===== src/rtl/time_entry_if.sv =====
// Keypad/counter-chain bus for the time-entry stage.
//  key_valid, key_code, running : into the block (from keypad / counter chain)
//  sec_ones..min_tens           : BCD preset digits to the counter chain
//  loadn                        : active-low one-cycle preset strobe
//  digit_count, entry_err       : entry status
interface time_entry_if;
  logic       key_valid;
  logic [3:0] key_code;
  logic       running;
  logic [3:0] sec_ones, sec_tens, min_ones, min_tens;
  logic       loadn;
  logic [2:0] digit_count;
  logic       entry_err;

  modport master (output key_valid, key_code, running,
                  input  sec_ones, sec_tens, min_ones, min_tens, loadn, digit_count, entry_err);
  modport slave  (input  key_valid, key_code, running,
                  output sec_ones, sec_tens, min_ones, min_tens, loadn, digit_count, entry_err);
endinterface


===== src/rtl/time_entry.sv =====
// Keypad time entry (MM:SS) for the microwave's BCD down-counter chain.
// Synchronises and debounces the keypad, shifts digits in from the right,
// validates on START and fires a one-cycle active-low load strobe.
//  clk, rstn : clock, async active-low reset
//  bus       : time_entry_if.slave (key inputs, running, digit/status outputs)
module time_entry #(
  parameter int SYNC_STAGES     = 2,
  parameter int DEBOUNCE_CYCLES = 4
) (
  input  logic         clk,
  input  logic         rstn,
  time_entry_if.slave  bus
);
  localparam int CW = (DEBOUNCE_CYCLES > 1) ? $clog2(DEBOUNCE_CYCLES) : 1;

  typedef enum logic [2:0] {IDLE, ENTRY, LOAD, ARMED, RUN} state_t;

  // input synchroniser
  logic [SYNC_STAGES-1:0]      v_sync;
  logic [SYNC_STAGES-1:0][3:0] c_sync;
  always_ff @(posedge clk or negedge rstn) begin
    if (!rstn) begin
      v_sync <= '0;
      c_sync <= '0;
    end else begin
      v_sync <= {v_sync[SYNC_STAGES-2:0], bus.key_valid};
      c_sync <= {c_sync[SYNC_STAGES-2:0], bus.key_code};
    end
  end

  wire       sv = v_sync[SYNC_STAGES-1];
  wire [3:0] sc = c_sync[SYNC_STAGES-1];

  // debounce: counter runs only while the synced level disagrees with the
  // accepted level; any agreeing sample restarts it.
  logic          deb_lvl, ev;
  logic [CW-1:0] deb_cnt;
  logic [3:0]    ev_code;
  always_ff @(posedge clk or negedge rstn) begin
    if (!rstn) begin
      deb_lvl <= 1'b0;
      deb_cnt <= '0;
      ev      <= 1'b0;
      ev_code <= '0;
    end else begin
      ev <= 1'b0;
      if (sv != deb_lvl) begin
        if (deb_cnt == CW'(DEBOUNCE_CYCLES-1)) begin
          deb_lvl <= sv;
          deb_cnt <= '0;
          ev      <= sv;          // press only; release is silent
          if (sv) ev_code <= sc;
        end else begin
          deb_cnt <= deb_cnt + 1'b1;
        end
      end else begin
        deb_cnt <= '0;
      end
    end
  end

  // entry FSM; dig[3]=min_tens .. dig[0]=sec_ones
  state_t          state, state_n;
  logic [3:0][3:0] dig, dig_n;
  logic [2:0]      cnt, cnt_n;
  logic            err_n, loadn_q, err_q;

  always_comb begin
    state_n = state;
    dig_n   = dig;
    cnt_n   = cnt;
    err_n   = 1'b0;
    if (ev && ev_code == 4'hA && state != LOAD) begin
      state_n = IDLE;
      dig_n   = '0;
      cnt_n   = '0;
    end else begin
      case (state)
        IDLE, ENTRY: if (ev) begin
          if (ev_code <= 4'd9) begin
            if (cnt != 3'd4) begin
              dig_n   = {dig[2:0], ev_code};
              cnt_n   = cnt + 3'd1;
              state_n = ENTRY;
            end
          end else if (ev_code == 4'hB) begin
            if (state == IDLE || dig[1] > 4'd5 || dig == '0) err_n = 1'b1;
            else                                              state_n = LOAD;
          end
        end
        LOAD:  state_n = ARMED;
        ARMED: if (bus.running) state_n = RUN;
        RUN:   if (!bus.running) begin
          state_n = IDLE;
          dig_n   = '0;
          cnt_n   = '0;
        end
        default: state_n = IDLE;
      endcase
    end
  end

  // loadn/entry_err are registered from next-state so the strobe is glitch-free
  always_ff @(posedge clk or negedge rstn) begin
    if (!rstn) begin
      state   <= IDLE;
      dig     <= '0;
      cnt     <= '0;
      loadn_q <= 1'b1;
      err_q   <= 1'b0;
    end else begin
      state   <= state_n;
      dig     <= dig_n;
      cnt     <= cnt_n;
      loadn_q <= (state_n != LOAD);
      err_q   <= err_n;
    end
  end

  assign bus.min_tens    = dig[3];
  assign bus.min_ones    = dig[2];
  assign bus.sec_tens    = dig[1];
  assign bus.sec_ones    = dig[0];
  assign bus.digit_count = cnt;
  assign bus.loadn       = loadn_q;
  assign bus.entry_err   = err_q;
endmodule

===== src/flat_wrapper.sv =====
// flat-port wrapper written by rule: the top's interface ports become plain ports
module time_entry_flat 
#(
  parameter int SYNC_STAGES     = 2,
  parameter int DEBOUNCE_CYCLES = 4
)
  (clk, rstn, bus_key_valid, bus_key_code, bus_running, bus_sec_ones, bus_sec_tens, bus_min_ones, bus_min_tens, bus_loadn, bus_digit_count, bus_entry_err);
  time_entry_if bus_i ();
  input  logic clk;
  input  logic rstn;
  input wire logic [$bits(bus_i.key_valid)-1:0] bus_key_valid;
  input wire logic [$bits(bus_i.key_code)-1:0] bus_key_code;
  input wire logic [$bits(bus_i.running)-1:0] bus_running;
  output wire logic [$bits(bus_i.sec_ones)-1:0] bus_sec_ones;
  output wire logic [$bits(bus_i.sec_tens)-1:0] bus_sec_tens;
  output wire logic [$bits(bus_i.min_ones)-1:0] bus_min_ones;
  output wire logic [$bits(bus_i.min_tens)-1:0] bus_min_tens;
  output wire logic [$bits(bus_i.loadn)-1:0] bus_loadn;
  output wire logic [$bits(bus_i.digit_count)-1:0] bus_digit_count;
  output wire logic [$bits(bus_i.entry_err)-1:0] bus_entry_err;
  assign bus_i.key_valid = bus_key_valid;
  assign bus_i.key_code = bus_key_code;
  assign bus_i.running = bus_running;
  assign bus_sec_ones = bus_i.sec_ones;
  assign bus_sec_tens = bus_i.sec_tens;
  assign bus_min_ones = bus_i.min_ones;
  assign bus_min_tens = bus_i.min_tens;
  assign bus_loadn = bus_i.loadn;
  assign bus_digit_count = bus_i.digit_count;
  assign bus_entry_err = bus_i.entry_err;
  time_entry #(.SYNC_STAGES(SYNC_STAGES), .DEBOUNCE_CYCLES(DEBOUNCE_CYCLES)) u_core (.clk(clk), .rstn(rstn), .bus(bus_i));
endmodule

===== config.mk =====
export PLATFORM = sky130hd
export DESIGN_NAME = time_entry_flat
export DESIGN_NICKNAME = d
export VERILOG_FILES = /design/src/rtl/time_entry_if.sv /design/src/rtl/time_entry.sv /design/src/flat_wrapper.sv
export SDC_FILE = /design/constraint.sdc
export NUM_CORES = 1
export LEC_CHECK = 0
export BUFFER_PORTS_ARGS = -buffer_cell sky130_fd_sc_hd__buf_2
export CAP_MARGIN = 15
export CORE_ASPECT_RATIO = 2
export CORE_MARGIN = 1
export CORE_UTILIZATION = 46
export DETAILED_ROUTE_END_ITERATION = 6
export HOLD_SLACK_MARGIN = 0.05
export PLACE_DENSITY = 0.68
export SYNTH_ARGS = -nofsm -noshare
export SYNTH_HDL_FRONTEND = slang
export SYNTH_SLANG_ARGS = --single-unit

===== constraint.sdc =====
create_clock -name clk -period 1.85 [get_ports clk]
set_clock_uncertainty 0.05 [all_clocks]
set_input_delay 0.2775 -clock clk [delete_from_list [all_inputs] [get_ports clk]]
set_output_delay 0.2775 -clock clk [all_outputs]
set_load 0.01 [all_outputs]

After elaboration in Yosys (flattened, before gate mapping)

Cells that the tools add are included.

Logic and storage cells: 76
Output and inout bits: 21
Bits of input ports: 8
Flip-flop bits (word level): 42

Eq/ne operators: 15
$add $sub $neg: 2
Order comparisons: 2
Reductions and logical operators: 11
Muxes and demuxes: 31

Operator list:

| cell                                                                            | number |
|---|---|
| 16-bit 2-to-1 mux                                                               | 5 |
| 3-bit 2-to-1 mux                                                                | 13 |
| 16-bit case mux with 2 select lines                                             | 1 |
| 16-bit zero test                                                                | 1 |
| 3-bit case mux with 4 select lines                                              | 1 |
| 3-bit by 1-bit inequality test with 1-bit output, second input constant         | 3 |
| 3-bit by 2-bit inequality test with 1-bit output, second input constant         | 3 |
| 4-bit == test, second input constant                                            | 2 |
| 1-bit 2-to-1 mux                                                                | 8 |
| 3-bit by 2-bit == test with 1-bit output, second input constant                 | 2 |
| 3-bit case mux with 2 select lines                                              | 1 |
| 5-bit AND reduction                                                             | 1 |
| 4-bit by 3-bit greater-than comparator with 1-bit output, second input constant | 1 |
| 4-bit <= comparator, second input constant                                      | 1 |
| 2-bit 2-to-1 mux                                                                | 2 |
| 3-bit by 1-bit adder with 3-bit output, second input constant                   | 1 |
| 3-bit by 1-bit == test with 1-bit output, second input constant                 | 1 |
| 3-bit == test, second input constant                                            | 1 |
| 3-bit zero test                                                                 | 1 |
| 3-bit inequality test, second input constant                                    | 1 |
| 3-bit AND reduction                                                             | 1 |
| 3-bit nonzero test                                                              | 1 |
| 2-bit by 1-bit adder with 2-bit output, second input constant                   | 1 |
| 2-bit == test, second input constant                                            | 1 |
| 5 further kinds                                                                 | 7 |

Longest topological paths before layout

Depth in word-level cells: 10
Depth in mapped cells: 7
Depth with buffers taken out: 6

Worst setup path before layout

OpenSTA, ideal clock, no wires.

Path type: reg-to-reg
Start point: reg u_core.cnt[0], in the netlist u_core.bus.digit_count[0]
End point: reg u_core.dig (netlist bit u_core.bus.min_ones[1])
Required time: 1.736 ns
Data arrival time: 1.536 ns
Stages on the path, launching flop included: 8
Setup slack: 0.200 ns
Path buffers: 1
Clock period less this slack: 1.650 ns
Library setup time: 0.064 ns
Path through: dfrtp_1 inv_1 ha_1 nand2_1 and4_4 a211oi_4 buf_6 a22o_2

Cells in the longest elaborated chain, start to end: 3

Ends and longest elaborated chain:

| what                                                       | RTL line          | RTL |
|---|---|---|
| start: declaration                                         | time_entry.sv:65  | `logic [2:0] cnt, cnt_n;` |
| start signal: assignment                                   | time_entry.sv:114 | `cnt <= cnt_n;` |
| 3-bit inequality test                                      | time_entry.sv:81  | `if (cnt != 3'd4) begin` |
| 3-bit by 1-bit inequality test with 1-bit output (no line) | --                |  |
| 5-bit AND reduction (no line)                              | --                |  |
| end signal: assignment                                     | time_entry.sv:113 | `dig <= dig_n;` |
| end: declaration                                           | time_entry.sv:64  | `logic [3:0][3:0] dig, dig_n;` |

No other way between the ends.
A chain may end at the register's enable or synchronous reset.

Final worst setup path

Start point: reg u_core.ev_code[2]
End point: reg u_core.dig (netlist bit u_core.bus.min_tens[3])

Cells in the longest elaborated chain, start to end: 5
Elaborated cells between the ends (all ways): 11
Classes of those cells: order compare (1); eq/ne (5); mux (1); reduce/logical (4)

Ends and longest elaborated chain:

| what                                                                        | RTL line         | RTL |
|---|---|---|
| start: declaration                                                          | time_entry.sv:38 | `logic [3:0] ev_code;` |
| start signal: assignment                                                    | time_entry.sv:44 | `ev_code <= '0;` |
| start signal: assignment                                                    | time_entry.sv:52 | `if (sv) ev_code <= sc;` |
| parallel branches: the longest is 5 deep, another holds 4-bit <= comparator | --               |  |

Several ways; the timed one is not identified.

==> results by group <==
Die
  – Starting Density: 48.6%
  – Total die area: about 4000 um^2
  – Ports: 29
  – Num rows: 30
  – Die span in x: ~45 um
  – CORE AREA: 3450 um^2
  – Die height: 87.4 um

Critical path
  – Critical path class: reg2reg
  – Flop2flop setup slack: approximately 0.13 ns
  – WP buf/inv: 1
  – R2R cell count: 5
  – CP top delay family: simple AND/OR/NAND/NOR gates
  – Req. time, crit path: slightly below 2 ns
  – CP arrival: 1.84 ns
  – Critical path's slowest cell: dfrtp_1
  – R2r startpoint: u_core.ev_code[2]
  – Crit path largest cell delay: approximately 0.41 ns
  – CP Cell Sequence: nand4b_1 -> nor3_2 -> a211oi_4 -> buf_4 -> a22o_2
  – Worst Setup End Kind: flip-flop
  – Worst r2r dst: u_core.bus.min_tens[3]
  – Startpoint class of the critical path: flip-flop
  – Critical path peak fanout: 16

Pwr
  – Power Dens Cells: 1250 nW/um^2
  – Leakage: 0.00102 uW
  – VDD IR-drop max: 1050 uV

STA
  – Setup TNS: 0 ns
  – Least-Margin Pin Slew: 0.504 ns
  – Setup violators final: 0
  – Final Hold Viols: 0
  – Relative slew slack: 66.4%
  – Tcrit/Tclk final: 93.0%
  – RSZ-0062 raised after global routing: no
  – Worst hold slack: 0.226 ns
  – Final min period: about 1.7 ns
  – Post-route setup slack: 0.130 ns
  – Max Clk Rate: 581 MHz
  – Pins Over Slew Limit: 0

Yosys
  – Synth cell types: 35
  – Ranking of synthesized cells by area: dfrtp_1, a22o_2, mux2_2, a22o_1, ha_1
  – Cell with the most instances after synthesis: dfrtp_1
  – Syn_nets: 130
  – Post-Syn Area: 1680 um^2
  – Ys async rst share: 100%
  – Ys flop type: dfrtp_1
  – Top post-synthesis cells by count: dfrtp_1, a22o_2, mux2_2
  – Yosys top cell area share: between 60% and 70%
  – Cell count after synthesis: 119
  – Flip-flop and latch count after synthesis: 42
  – Yosys top cell by area: dfrtp_1
  – Number of synthesized flops with an enable pin: 0
  – Sequential area share after synthesis: between 60% and 70%
  – Syn_area_per_cell: approximately 14 um^2
  – Synth Warn #: 0

GRT
  – Vias in the first global route: 1182
  – Initial antenna violation count: 0
  – Total GRT Usage: 19.0%
  – First-pass GRT wire length: between 5000 and 6000 um
  – Pin count of the biggest net entering global routing: 43
  – Overflow after GRT: 0

CTS
  – Post-cts resize count: 0
  – Htree depth: 2
  – TritonCTS Sinks: 42
  – Clock Tree Buf Depth: 2
  – CTS tree: built
  – Buffer count from post-CTS setup fixing: 0
  – Latest clock arrival within the worst-skew pair: 0.29 ns
  – Root Buffer Master: clkbuf_8
  – Clk pin slew, worst setup/hold paths: ~0.080 ns
  – Num CTS Buffers: 5

Layout
  – Sequential cell area: 1050 um^2
  – Antenna cells: 0
  – Share of layout cells above drive strength 1: approximately 42%
  – Filler instances: approximately 290
  – P&R area growth vs syn: 23.9%
  – Multi-input gate area: 571 um^2
  – Post-Layout Cell Count: 209
  – Fin nets: 171

Placement
  – Worst slack, placed: 0.156 ns
  – Dpl cells: 195
  – Dpl hpwl: 2260 um
  – Port-buffer cells: 28
  – Routability cong.: around 0.92

Routing
  – TritonRoute pass-1 iters: 5
  – DR iter-0 viols: 18
  – Via density: 5.43
  – Final wirelength: around 3200 um
  – Wire per inst: 15.3 um
  – Post-DRT Antenna Nets: 0
  – Via Count: 1134
  – DRC: 0

Run
  – Max-Cap Viols: 0

Min path
  – Hold Path End: u_core.state[2]
  – Min-Delay Path Depth: 2
  – Hold_sp: bus_running
  – Hold Path Class: in2reg

Outcome
  – Status: completed
## logic make-up after synthesis
| group | synth area share (%) |
|---|---|
| compound gates | 16.4 |
| buf+inv | 3.28 |
| xor+xnor | 0.522 |
| flops | 62.7 |
| fa+ha+maj | 2.24 |
| simple gates | 10.1 |
| mux | 4.70 |
## cells in the final DEF (no fill, tap or decap), drive strengths merged
master	instances
clkbuf	6
a221o	1
a22o	17
a211oi	2
dfstp	1
and4	2
nor4	6
nand3b	1
a21oi	2
and4b	1
nor3b	1
nor2b	2
dfrtp	41
xnor2	1
o22ai	1
and2b	1
nand4b	1
nor3	3
nand2	3
dlygate4sd3	6
ha	3
bufinv	2
nor4b	1
o21ai	3
or2	1
a2111oi	1
nor2	3
mux2	7
o21ba	1
o22a	1
buf	32
a31o	1
inv	6
## area by class of cell
cell class | instances | area share (%)
flip-flops and latches | 42 | 50.6
multi-input cells | 67 | 27.5
repair buffers | 38 | 11.1
clock buffers | 6 | 3.97
clock inverters | 2 | 2.89
well taps | 48 | 2.89
inverters | 6 | 1.08
## worst max path at each step
stage	startpoint	to	slack (ns)	depth (start not counted)
after floorplan	u_core.bus.digit_count[0]	u_core.bus.min_ones[1]	0.20	7
after global placement	u_core.ev_code[2]	u_core.bus.min_ones[0]	0.22	5
after detailed placement	u_core.ev_code[2]	u_core.bus.min_ones[1]	0.16	5
after CTS	u_core.ev_code[2]	u_core.bus.sec_ones[3]	0.13	5
after global routing	u_core.ev_code[2]	u_core.bus.min_tens[3]	0.04	5
final	u_core.ev_code[2]	u_core.bus.min_tens[3]	0.13	5
## metal layers
metal	vias up	part of all wire (%)	track usage, %
met2	24	57	33.2
met1	581	38	19.1
li1	521	-	-
met4	0	3.1	11.0
met5	-	0	0
met3	8	2.5	5.60
## flip-flops by register name (all words and copies together), names as in the netlist
name and cells:
u_core.sc 4, u_core.ev_code 4, u_core.ev 1, u_core.deb_cnt 2, u_core.bus.sec_ones 4, u_core.bus.entry_err 1
u_core.bus.digit_count 3, u_core.bus.sec_tens 4, u_core.bus.loadn 1, u_core.deb_lvl 1, u_core.v_sync 2, u_core.bus.min_tens 4
u_core.bus.min_ones 4, u_core.c_sync 4, u_core.state 3
## where the power goes
part	total [uW]	switching, uW	internal, uW
Clock	870	294	575
Combinational	502	241	261
Sequential	1230	165	1060
Total	2600	701	1900
## what timing repair did
item	4_1_cts	5_1_grt
hold buffers	6	0
endpoints found under the setup margin	0	0
endpoints found under the hold margin	46	0
## through the flow
step | util (%) | total power (uW) | instance area, um^2
2_1_floorplan | - | 1540 | 1680
3_3_place_gp | 54.3 | 1710 | 1880
3_5_place_dp | 54.3 | 1740 | 1880
4_1_cts | 60.2 | 2630 | 2080
5_1_grt | 60.2 | 2740 | 2080
6_report | 60.2 | 2600 | 2080
Note: power is estimated with default switching activity, not from simulation.
